**src/rtl/ifu_fetch.sv**
```systemverilog
// ifu_fetch: multi-cycle instruction fetch unit.
// Holds the architectural PC and reads one instruction word per PC over an AXI4-Lite-style
// read channel. It offers the word downstream, then waits for the writeback next-PC
// before fetching again. At most one read is ever outstanding.
module ifu_fetch #(
    parameter logic [31:0] RESET_PC = 32'h80000000
) (
    input  logic        clk,
    input  logic        rst,
    // AR channel
    output logic [31:0] araddr,
    output logic        arvalid,
    input  logic        arready,
    // R channel
    input  logic [31:0] rdata,
    input  logic [1:0]  rresp,
    input  logic        rvalid,
    output logic        rready,
    // F->D stage handshake
    output logic [31:0] instF,
    output logic [31:0] pcF,
    output logic [31:0] snpcF,
    output logic        m_valid,
    input  logic        m_ready,
    // Next-PC update from writeback
    input  logic        npc_valid,
    input  logic [31:0] npc,
    output logic        npc_ready,
    output logic        fetch_err
);

    typedef enum logic [1:0] {
        StReq     = 2'd0,
        StResp    = 2'd1,
        StSend    = 2'd2,
        StWaitNpc = 2'd3
    } state_e;

    state_e      state_q;
    logic [31:0] pc_q;
    logic [31:0] inst_q;
    logic        err_q;

    // FSM, PC, instruction and sticky error; handshake inputs only matter in their own state.
    always_ff @(posedge clk) begin
        if (rst) begin
            state_q <= StReq;
            pc_q    <= RESET_PC;
            inst_q  <= '0;
            err_q   <= 1'b0;
        end else begin
            unique case (state_q)
                StReq: begin
                    if (arready) begin
                        state_q <= StResp;
                    end
                end
                StResp: begin
                    if (rvalid) begin
                        inst_q  <= rdata;
                        // The word is still forwarded on error; only the flag records it.
                        if (rresp != 2'b00) begin
                            err_q <= 1'b1;
                        end
                        state_q <= StSend;
                    end
                end
                StSend: begin
                    if (m_ready) begin
                        state_q <= StWaitNpc;
                    end
                end
                StWaitNpc: begin
                    if (npc_valid) begin
                        pc_q    <= npc;
                        // A misaligned target is flagged but fetched anyway.
                        if (npc[1:0] != 2'b00) begin
                            err_q <= 1'b1;
                        end
                        state_q <= StReq;
                    end
                end
                default: state_q <= StReq;
            endcase
        end
    end

    // Moore handshake outputs decoded purely from the state register.
    always_comb begin
        arvalid   = (state_q == StReq);
        rready    = (state_q == StResp);
        m_valid   = (state_q == StSend);
        npc_ready = (state_q == StWaitNpc);
    end

    assign araddr    = pc_q;
    assign pcF       = pc_q;
    assign snpcF     = pc_q + 32'd4;
    assign instF     = inst_q;
    assign fetch_err = err_q;

endmodule

```
**config.mk**
```make
export PLATFORM = sky130hd
export DESIGN_NAME = ifu_fetch
export DESIGN_NICKNAME = d
export VERILOG_FILES = /design/src/rtl/ifu_fetch.sv
export SDC_FILE = /design/constraint.sdc
export NUM_CORES = 1
export LEC_CHECK = 0
export ABC_AREA = 1
export CELL_PAD_IN_SITES_DETAIL_PLACEMENT = 0
export CELL_PAD_IN_SITES_GLOBAL_PLACEMENT = 1
export CORE_MARGIN = 1.5
export CORE_UTILIZATION = 27
export CTS_BUF_LIST = sky130_fd_sc_hd__clkbuf_4 sky130_fd_sc_hd__clkbuf_8 sky130_fd_sc_hd__clkbuf_16
export CTS_CLUSTER_DIAMETER = 40
export DETAILED_ROUTE_END_ITERATION = 16
export PLACE_DENSITY_LB_ADDON = 0.05
export REMOVE_ABC_BUFFERS = 1
export SYNTH_ARGS = -nofsm -noshare
export SYNTH_HDL_FRONTEND = slang
export SYNTH_SLANG_ARGS = --single-unit
```
**constraint.sdc**
```tcl
create_clock -name clk -period 2.61 [get_ports clk]
set_input_delay 0.261 -clock clk [delete_from_list [all_inputs] [get_ports clk]]
set_output_delay 0.261 -clock clk [all_outputs]
set_load 0.01 [all_outputs]
```
==> results.txt, run 1 <==
Synth Area per Inst = 6.67 um2
fraction of layout cells with a size suffix above 1 = 0.0668
Netlist cell types = 21
most frequent cells in the layout = clkdlybuf4s50_1 (204), nor2_1 (153), nand2_1 (96), dfxtp_1 (62), o21ai_0 (60)
Area Overhead vs Synth = 65.9%
DP HPWL = 9000 um
Layout Nets = 777
PortBufs = 204
CTS Buffer Depth = 2
Core Area = 12700 um2
# clock sinks = 67
initial antenna violation count = 0
Pins Over Slew Limit = 0
number of global-route vias before repair = 3596
fill count = 1352
num ports = 205
VDD IR-drop max = 488 uV
Post-Syn Area = 3530 um2
Final Non-Filler Cells = 876
final worst slack = 0.137 ns
Setup-failing EPs final = 0
Worst Hold End = fetch_err
H-Tree Depth = 3
CTS tree = built
GRT Overall Usage = 0.177
WL per Instance = 13.7 um
Worst Max-Slew Pin Slew = 0.602 ns
Inst Count DP = 860
commonest non-fill, non-tap cell in the layout = clkdlybuf4s50_1
fmax = 404 MHz
Initial Util = 0.279
largest net degree at the start of global routing = 67
hold_sp = fetch_err
final hold violation count = 0
1st-iter DRT viols = 125
root buffer cell = clkbuf_16
leakage = 2.16 nW
die area = 13800 um2
post-layout util = 0.463
die width = 117 um
GRT Residual Overflow = 0
status = finished, final reports clean
#FFs+latches synth = 67
Place WS = 0.363 ns
Power Dens Cells = 708 nW/um2
aggregate negative setup slack = 0 ns
sequential fraction of the synthesis area = 0.380
R2R cell count = 8
startpoint types = flip-flop
Worst Hold Depth = 2
FF-to-FF Start = state_q[1]
clock skew = 0.00573 ns
final worst path period share = 0.947
final wirelength = 12000 um
nature of the critical path endpoint = primary output
register-to-register setup slack = 0.86 ns
drt pass-1 iters = 4
antenna cell count = 0
Vias/cell = 4.25
first-pass GRT wire length = 19200 um
MaxCap Viol Count = 0
type of the worst min-delay path = flip-flop to flip-flop
cell count after synthesis = 530
Die Y = 117 um
Clock Latency Late Sink = 0.34 ns
DRC violations left = 0
Vias = 3727
RSZ-0062 raised after global routing = no
Ys Warns = 0
FP Rows = 41
reg2reg end = instF[19]
crit-path max FO = 6
Slew HR = 0.599
clock transition at the registers of the reported paths = 0.06 ns
antenna-violating nets left = 0
WP data required = 2.35 ns
Worst EP arrival = 2.21 ns
min cycle time layout = 2.47 ns
Routability Congestion = 0.790
setup bufs post-CTS = 0
critical path class = flip-flop to primary output
cts bufs inserted = 9
## per-stage QoR
stage	total power, W	hold slack, ns	area (um2)
global placement	0.00280	0.459	5510
finish	0.00415	0.477	5860
global route	0.00442	0.504	5860
CTS	0.00422	0.483	5850
detailed placement	0.00282	0.469	5510
floorplan	0.00195	0.333	3200
## critical path, stage by stage, from the launching register on
cell and delay [ns]:
dfxtp_2 0.38, ha_2 0.22, nand3_1 0.20, nor2_4 0.20, nand3_2 0.09, xnor2_1 0.21
clkdlybuf4s50_1 0.58
## cells in the mapped netlist, drive strengths merged
cell type	count	area share
clkbuf	13	0.014
o21ai	66	0.093
inv	29	0.031
nand3	11	0.017
nand3b	5	0.011
xnor2	7	0.017
nor3	2	0.0028
buf	40	0.081
a21oi	10	0.014
nand2	101	0.11
ha	6	0.021
xor2	8	0.020
dfxtp	67	0.38
nor2	164	0.19
o211ai	1	0.0021
## area by class of cell
type                    count  area [um2]  share of cell area
repair buffers            211        2090               0.357
multi-input cells         381        1760               0.300
flip-flops and latches     67        1350               0.230
clock buffers              11         253              0.0431
well taps                 172         215              0.0367
inverters                  29         109              0.0186
clock inverters             5        85.1              0.0145
## repair_timing
item,CTS,global route
hold buffers,0,0
endpoints found under the setup margin,1,13
pin swaps,0,0
gates resized for setup,1,7
hold endpoints to repair,0,0
## layer usage
layer / vias up / routed length, um / GRT usage
met1: 1634 / 4880 / 0.190
met4: 0 / 252 / 0.0586
met2: 116 / 5820 / 0.303
li1: 1961 / - / -
met3: 16 / 1040 / 0.0856
met5: - / 0 / 0
## cells by family after synthesis
kind of cell / count (synthesis) / synth area share
and+or+nand+nor: 283 / 0.327
DFF: 67 / 0.380
xor gates and xnor gates: 15 / 0.0372
adders and majority gates: 6 / 0.0212
AOI/OAI and AO/OA: 77 / 0.110
buffers and inverters: 82 / 0.125
## worst max path at each step
stage,startpoint,endpoint,slack (ns),cells after the start
6_report,araddr[3],snpcF[16],0.14,6
5_1_grt,araddr[5],snpcF[17],0.01,6
4_1_cts,araddr[12],snpcF[13],0.004,6
3_5_place_dp,araddr[3],snpcF[16],0.36,6
3_3_place_gp,araddr[12],snpcF[13],0.39,6
2_1_floorplan,state_q[0],araddr[31],0.61,5
## state kept, by name, indices dropped and copies added, names as in the netlist
name,cells
instF,32
fetch_err,1
state_q,2
araddr,32
## report_power, final
part | leakage, nW | switching [W] | internal, W
registers | 0.548 | 0.000164 | 0.00121
clock network | 0.162 | 0.000472 | 0.000891
logic | 1.45 | 0.000622 | 0.000786
No activity file was read; power rests on OpenSTA's default activity.
==> run 2, diff against run 1 <==
HOLD_SLACK_MARGIN = 0.05   (was not set)
MAX_ROUTING_LAYER = met4   (was not set)
==> run 2 against run 1 <==
  * Clock skew decreased by 0.00078 ns
  * Sequential power about the same
  * Highest routed layer unchanged
  * Fmax increased by 0.23%
  * Combinational power about the same
  * Routed wire length increased by 0.11%
  * Sequential cell count unchanged
  * Global-route usage increased by 0.53 points
==> results.txt, run 2 (synthesized netlist as in run 1, its figures left out) <==
switching part of the total power = 0.304 (+0.000692)
commonest non-fill, non-tap cell in the layout = clkdlybuf4s50_1
R2R cell count = 8 (unchanged)
cts bufs inserted = 9 (unchanged)
Routability Congestion = 0.801 (+1.4%)
startpoint types = flip-flop
fmax = 405 MHz (+0.23%)
largest net degree at the start of global routing = 67 (unchanged)
fraction of layout cells with a size suffix above 1 = 0.0668 (unchanged)
Net Switching = 0.00126 W (+0.33%)
Clock Power Share = 0.329 (about the same)
clock transition at the registers of the reported paths = 0.06 ns (about the same)
final hold violation count = 0 (unchanged)
die width = 117 um (unchanged)
Int Power = 0.00289 W (about the same)
VDD IR-drop max = 486 uV (-0.46%)
setup bufs post-CTS = 0 (unchanged)
leakage = 2.16 nW (unchanged)
Fin Hold WS = 0.477 ns (+0.0000480 ns)
final worst path period share = 0.945 (-0.00218)
crit-path max FO = 6 (unchanged)
Core Area = 12700 um2 (unchanged)
initial antenna violation count = 0 (unchanged)
nature of the critical path endpoint = primary output
type of the worst min-delay path = flip-flop to flip-flop
Area Overhead vs Synth = 65.9% (unchanged)
antenna cell count = 0 (unchanged)
Vias/cell = 4.26 (+0.24%)
Vias = 3736 (+0.24%)
most frequent cells in the layout = clkdlybuf4s50_1 (204), nor2_1 (153), nand2_1 (96), dfxtp_1 (62), o21ai_0 (60)
Post-DP Area = 5510 um2 (unchanged)
number of global-route vias before repair = 3598 (+0.056%)
Worst Max-Slew Pin Slew = 0.607 ns (+0.00485 ns)
clock skew = 0.00494 ns (-0.000784 ns)
root buffer cell = clkbuf_16
MaxCap Viol Count = 0 (unchanged)
Place WS = 0.363 ns (unchanged)
Clock Latency Late Sink = 0.34 ns (about the same)
final worst slack = 0.143 ns (+0.00570 ns)
Worst Hold Depth = 2 (unchanged)
Die Y = 117 um (unchanged)
Gate power share = 0.339 (about the same)
Setup-failing EPs final = 0 (unchanged)
GRT Overall Usage = 0.182 (+0.00532)
fill count = 1352 (unchanged)
design area = 5860 um2 (unchanged)
GRT Residual Overflow = 0 (unchanged)
WL per Instance = 13.7 um (+0.11%)
die area = 13800 um2 (unchanged)
H-Tree Depth = 3 (unchanged)
hold_sp = fetch_err
DRC violations left = 0 (unchanged)
sequential share of power = 0.332 (about the same)
first-pass GRT wire length = 19200 um (-0.25%)
aggregate negative setup slack = 0 ns (unchanged)
antenna-violating nets left = 0 (unchanged)
Power Dens Cells = 708 nW/um2 (about the same)
drt pass-1 iters = 4 (unchanged)
# clock sinks = 67 (unchanged)
reg2reg end = instF[19]
CTS Buffer Depth = 2 (unchanged)
PortBufs = 204 (unchanged)
FP Rows = 41 (unchanged)
hold_buf cts = 0 (unchanged)
register-to-register setup slack = 0.87 ns (about the same)
Pins Over Slew Limit = 0 (unchanged)
DP HPWL = 9000 um (unchanged)
critical path class = flip-flop to primary output
Slew HR = 0.595 (-0.00323)
num ports = 205 (unchanged)
1st-iter DRT viols = 123 (-1.6%)
Worst Hold End = fetch_err
CTS tree = built
status = finished, final reports clean
Layout Nets = 777 (unchanged)
Worst EP arrival = 2.21 ns (about the same)
final wirelength = 12000 um (+0.11%)
FF-to-FF Start = state_q[1]
min cycle time layout = 2.47 ns (-0.00570 ns)
WP data required = 2.35 ns (about the same)
RSZ-0062 raised after global routing = no
Initial Util = 0.279 (unchanged)
## run 2: cell counts in the layout (fill, tap and decap cells not counted)
No cell type changed its count.
## run 2: area by class of cell
type	instances	area, um2	area share
timing repair buffer	211	2090	0.357
clock inverter	5	85.1	0.0145
sequential	67	1350	0.230
tap	172	215	0.0367
multi-input combinational	381	1760	0.300
inverter	29	109	0.0186
clock buffer	11	253	0.0431
## run 2: worst max path at each step
stage / to / slack [ns] / depth (start not counted) / from
after floorplan: araddr[31] / 0.61 / 5 / state_q[0]
final: snpcF[16] / 0.14 / 6 / araddr[3]
after global placement: snpcF[13] / 0.39 / 6 / araddr[12]
after global routing: snpcF[17] / 0.01 / 6 / araddr[5]
after detailed placement: snpcF[16] / 0.36 / 6 / araddr[3]
after CTS: snpcF[13] / 0.004 / 6 / araddr[12]
## run 2: routing by layer
layer,up-vias,GRT usage,wire [um],part of all wire
met5,-,-,0,0
met3,16,0.0715,961,0.080
met2,130,0.304,5870,0.49
li1,1961,-,-,-
met4,0,0.0586,246,0.020
met1,1629,0.199,4920,0.41
## run 2: power by group through the flow
stage / logic, W / clock network (W) / registers [W]
after floorplan: 0.000467 / 0 / 0.00149
after global placement: 0.00142 / 0 / 0.00139
after detailed placement: 0.00142 / 0 / 0.00140
after CTS: 0.00143 / 0.00142 / 0.00138
after global routing: 0.00154 / 0.00146 / 0.00141
final: 0.00141 / 0.00137 / 0.00138
## run 2: critical path, cell delays in order, from the launching register on
cell             delay [ns]
dfxtp_2                0.38
ha_2                   0.22
nand3_1                0.20
nor2_4                 0.20
nand3_2                0.09
xnor2_1                0.20
clkdlybuf4s50_1        0.57
## run 2: repair_timing
action	4_1_cts	5_1_grt
gates resized for setup	1	7
hold endpoints to repair	0	0
setup endpoints to repair	1	13
## run 2: per-stage QoR
stage | utilization | cells | total power, W
3_3_place_gp | 0.435 | 860 | 0.00280
5_1_grt | 0.463 | 876 | 0.00442
6_report | 0.463 | 876 | 0.00415
4_1_cts | 0.462 | 876 | 0.00422
2_1_floorplan | - | 477 | 0.00195
3_5_place_dp | 0.435 | 860 | 0.00282
